$ cat config.mk
export PLATFORM = sky130hd
export DESIGN_NAME = tpu_out_deskew
export DESIGN_NICKNAME = d
export VERILOG_FILES = /design/src/rtl/tpu_out_deskew.sv
export SDC_FILE = /design/constraint.sdc
export NUM_CORES = 2
export LEC_CHECK = 0
export CAP_MARGIN = 20
export CORE_ASPECT_RATIO = 1.2
export CORE_MARGIN = 2
export CORE_UTILIZATION = 40
export DETAILED_ROUTE_END_ITERATION = 12
export SYNTH_ARGS = -nofsm -noshare
export SYNTH_HDL_FRONTEND = slang
export SYNTH_SLANG_ARGS = --single-unit
$ cat constraint.sdc
create_clock -name clk -period 92.7 [get_ports clk]
set_input_delay 18.54 -clock clk [delete_from_list [all_inputs] [get_ports clk]]
set_output_delay 18.54 -clock clk [all_outputs]
set_load 0.005 [all_outputs]
$ cat src/rtl/tpu_out_deskew.sv
// De-skews staggered PE-array column results into packed rows.
// Counts rows per job and flags rows whose columns arrive misaligned.
module tpu_out_deskew #(
  parameter int COLS  = 8,
  parameter int ACC_W = 32
) (
  input  logic                    clk,
  input  logic                    rst,
  input  logic                    start,
  input  logic [4:0]              m_rows,
  input  logic [4:0]              n_cols,
  input  logic [COLS-1:0]         col_valid,
  input  logic [COLS*ACC_W-1:0]   col_data,
  output logic [COLS*ACC_W-1:0]   gbuff_out,
  output logic                    out_valid,
  output logic [4:0]              out_addr,
  output logic                    busy,
  output logic                    done,
  output logic                    skew_err
);

  typedef enum logic [1:0] {IDLE, RUN, DONE} state_t;

  state_t state, state_nx;

  logic [4:0]                  m_q;
  logic [4:0]                  cnt;
  logic [COLS-1:0]             act;
  logic [COLS-1:0]             act_nx;
  logic [COLS-1:0]             av;
  logic [COLS-1:0][ACC_W-1:0]  ad;
  logic [COLS*ACC_W-1:0]       row_d;
  logic                        gate;
  logic                        accept;
  logic                        open;
  logic                        full;
  logic                        any;
  logic                        take;
  logic                        bad;

  assign gate = (state != IDLE);

  // Column c waits COLS-1-c cycles so all lanes line up with column COLS-1.
  for (genvar c = 0; c < COLS; c++) begin : g_lane
    localparam int D = COLS - 1 - c;
    if (D == 0) begin : g_pass
      assign av[c] = gate & col_valid[c];
      assign ad[c] = col_data[c*ACC_W +: ACC_W];
    end else begin : g_dly
      logic [D-1:0]     vq;
      logic [ACC_W-1:0] dq [D];
      always_ff @(posedge clk or posedge rst) begin
        if (rst) begin
          vq <= '0;
          for (int i = 0; i < D; i++) dq[i] <= '0;
        end else begin
          vq[0] <= gate & col_valid[c];
          dq[0] <= col_data[c*ACC_W +: ACC_W];
          for (int i = 1; i < D; i++) begin
            vq[i] <= vq[i-1];
            dq[i] <= dq[i-1];
          end
        end
      end
      assign av[c] = vq[D-1];
      assign ad[c] = dq[D-1];
    end
  end

  always_comb begin
    act_nx = '0;
    row_d  = '0;
    for (int c = 0; c < COLS; c++) begin
      act_nx[c] = (c < int'(n_cols));
      row_d[c*ACC_W +: ACC_W] = act[c] ? ad[c] : '0;
    end
  end

  assign accept = (state == IDLE) && start && (m_rows != '0) && (n_cols != '0);
  assign open   = (state == RUN) && (cnt != m_q);
  assign full   = ((av & act) == act);
  assign any    = |(av & act);
  assign take   = open && full;
  assign bad    = open && any && !full;

  always_comb begin
    state_nx = state;
    unique case (state)
      IDLE:    if (accept) state_nx = RUN;
      RUN:     if (cnt == m_q) state_nx = DONE;
      DONE:    state_nx = IDLE;
      default: state_nx = IDLE;
    endcase
  end

  always_ff @(posedge clk or posedge rst) begin
    if (rst) begin
      state     <= IDLE;
      m_q       <= '0;
      act       <= '0;
      cnt       <= '0;
      out_valid <= 1'b0;
      out_addr  <= '0;
      gbuff_out <= '0;
      skew_err  <= 1'b0;
    end else begin
      state     <= state_nx;
      out_valid <= take;
      if (accept) begin
        m_q      <= m_rows;
        act      <= act_nx;
        cnt      <= '0;
        skew_err <= 1'b0;
      end
      if (take) begin
        gbuff_out <= row_d;
        out_addr  <= cnt;
        cnt       <= cnt + 5'd1;
      end
      if (bad) skew_err <= 1'b1;
    end
  end

  assign busy = (state == RUN);
  assign done = (state == DONE);

endmodule

==> impl_metrics.tcl <==
set metrics [dict create \
    status "finished clean" \
    power.switching_w 0.000357 \
    drt_drc_violations_left 0 \
    synth_fa_ha_area_share_pct 0.0350 \
    synth_common_cells "1207 x dfrtp_1, 281 x nand2_1, 256 x o31ai_1" \
    crit_type "in2async" \
    path_clk_slew_ps 60 \
    ys_ff_latch 1207 \
    tightest_slew_ps 1090 \
    maxCapViolations 0 \
    clock_skew_ps 29.3 \
    drt-vias-per-instance 4.74 \
    cts_buffer_depth 3 \
    clock.fmax_mhz 45.8 \
    crit_start "rst" \
    die_h_um 332 \
    end_kind "async pin" \
    synth_compound_area_share_pct 9.49 \
    insertion_delay_ps 660 \
    fin_total_pwr_w 0.00131 \
    swShare_pct 27.3 \
    min-delay-start "g_lane[4].g_dly.dq[44]" \
    grt-busiest-layer "met2" \
    postSynth.asyncResetShare_pct 100 \
    power.density_nw_per_um2 28.4 \
    hold_violations 0 \
    cp-start-kind "input port" \
    port_buffers 541 \
    cts_buffers 111 \
    ys_top_cells_by_area "dfrtp_1 84%, o31ai_1 5.4%, o21ai_0 3.5%, nand2_1 2.9%, clkbuf_1 0.84%" \
    core_um2 88900 \
    cellLeakagePower_nw 20.3 \
    synthCells 2228 \
    die_w_um 277 \
    cts_tree "yes" \
    wl_per_cell_um 18.3 \
    placementRows 120 \
    drive_gt1_share_pct 7.76 \
    hold_path.class "reg2reg" \
    setup_viol 0 \
    design_area_um2 46000 \
    worstPathArrival_ps 22410 \
    power.share.clock_pct 34.6 \
    die_area_um2 91800 \
    h-tree-depth 3 \
    power.internal_w 0.000949 \
    synth_mux_area_share_pct 0.217 \
    cts.root.buffer_cell "clkbuf_16" \
    vias 19034 \
    fin_crit_sh_pct 23.5 \
    finalNetCount 3041 \
    area_growth_pct 28.5 \
    yosysMostFrequentCell "dfrtp_1" \
    vdd_drop_max_mv 0.0304 \
    overflow 0 \
    grt_util_met3_pct 3.30 \
    fin_tns_setup_ps 0 \
    synth-edff-count 0 \
    cts_resized 0 \
    yosys.area_share.simple_pct 3.38 \
    gp_congestion 0.794 \
    grt_use_met2_pct 25.5 \
    slew_viol_final 0 \
    rsz0062_at_grt "false" \
    cts_setup_buffers 0 \
    yosys.cell_types.count 37 \
    met1_usage_pct 21.7 \
    dpl_cell_area_um2 42100 \
    seqPwrFrac_pct 47.5 \
    track_usage_pct 16.2 \
    slew_headroom_pct 27.1 \
    ios 542 \
    clock_sinks 1207 \
    path_max_fanout 201 \
    cp.required_ps 93290 \
    antenna_found_initial 14 \
    fillerInstances 7346 \
    ys_seq_area_share_pct 84.4 \
    ctsHoldBuffers 0 \
    netlist_area_um2 35800 \
    fin_crit_ps 21820 \
    ant_nets 0 \
    synthXorXnorAreaFrac_pct 0.171 \
    drt-initial-drc-count 1453 \
    grt_max_degree 240 \
    dp_hpwl_mm 46.3 \
    grt_first_pass_wirelength_mm 116 \
    wl_mm 73.4 \
    synth_top_area_share_pct 84.4 \
    yosysTopAreaCell "dfrtp_1" \
    yosys_warnings 0 \
    reg2reg_from "act[6]" \
    synth_top_flop_cell "dfrtp_1" \
    grt_pass1_vias 20054 \
    combPwrFrac_pct 18.0 \
    firstDrtPassIters 5 \
    synth.avg_cell_area_um2 16.1 \
    synth_top_family_by_area "compound AO/OA/AOI/OAI gates" \
    syn_nets 2506 \
    start_util_pct 40.2 \
]
-- registers in the layout, summed over array words and instances, names as in the netlist --
register and cells:
g_lane.g_dly.dq 704, gbuff_out 256, ad 192, g_lane.g_dly.vq 28, act 8, cnt 5, m_q 5, out_addr 5
state 2, out_valid 1, skew_err 1
-- metal layers --
metal / share of wire, % / up-vias / wire length [µm]
li1: - / 8595 / -
met1: 43 / 9766 / 31200
met2: 49 / 532 / 35800
met3: 5.2 / 135 / 3790
met4: 3.6 / 6 / 2620
met5: 0.052 / - / 38
-- path summary, 6_finish.rpt --
kind,endpoint,slack [ps],cells past startpoint
worst max-delay path,g_lane[4].g_dly.dq[95],70880,5
worst min-delay path,ad[140],330,0
worst max register to register,gbuff_out[241],88610,7
worst min register to register,ad[140],330,0
max in group clk,gbuff_out[241],71110,9
min in group asynchronous,g_lane[1].g_dly.dq[181],18430,2
-- placed cells by master (no fill, tap or decap), types with 2 or more instances in the layout --
master and instances:
bufinv_16 8, nor2_1 7, o21ai_1 10, a21oi_1 2, clkinvlp_4 12, nand2b_1 2, clkbuf_8 23, mux2_2 6
nor2b_1 10, diode_2 9, o21a_1 2, clkinv_2 20, buf_12 5, o31ai_1 256, buf_16 4, a22o_1 4
clkbuf_1 17, nand3_1 4, a222oi_1 2, inv_6 2, buf_4 20, clkbuf_16 111, o21ai_0 252, clkdlybuf4s50_1 541
clkinv_8 3, xor2_1 3, nand2_1 281, inv_1 10, a31oi_1 3, inv_8 2, xnor2_1 4, dfrtp_1 1206
-- critical path, cell delays in order --
cell and delay [ps]:
clkdlybuf4s50_1 490, inv_8 550, buf_4 830, buf_4 890
buf_12 740
-- cell families after synthesis --
group	after synthesis
AOI/OAI and AO/OA	538
DFF	1207
and+or+nand+nor	309
muxes	7
adders and majority gates	1
xor gates and xnor gates	7
buffers and inverters	159
-- metrics by stage --
step	setup WS, ps	util, %	hold slack [ps]	std cells
after detailed placement	70140	47.4	335	3805
after CTS	70860	51.6	338	4004
after global routing	70280	51.7	348	4017
after global placement	70260	47.4	331	3804
final	70880	51.7	329	4017
after floorplan	40160	-	331	2228
-- power groups by stage --
stage	clock (W)	sequential (W)	combinational [W]
global placement	0	0.000629	0.000227
detailed placement	0	0.000630	0.000236
finish	0.000452	0.000620	0.000235
floorplan	0	0.000623	0.000115
CTS	0.000467	0.000621	0.000236
global route	0.000489	0.000627	0.000261
-- cell type report --
cell class	instances	area, µm²	area share [%]
Clock buffer	151	3160	6.87
Clock inverter	48	547	1.19
Inverter	11	48.8	0.106
Timing Repair Buffer	570	5780	12.6
Sequential cell	1207	30200	65.7
Antenna cell	9	22.5	0.0490
Multi-Input combinational cell	862	4760	10.4
Tap cell	1159	1450	3.15
No activity file was read; power rests on OpenSTA's default activity.
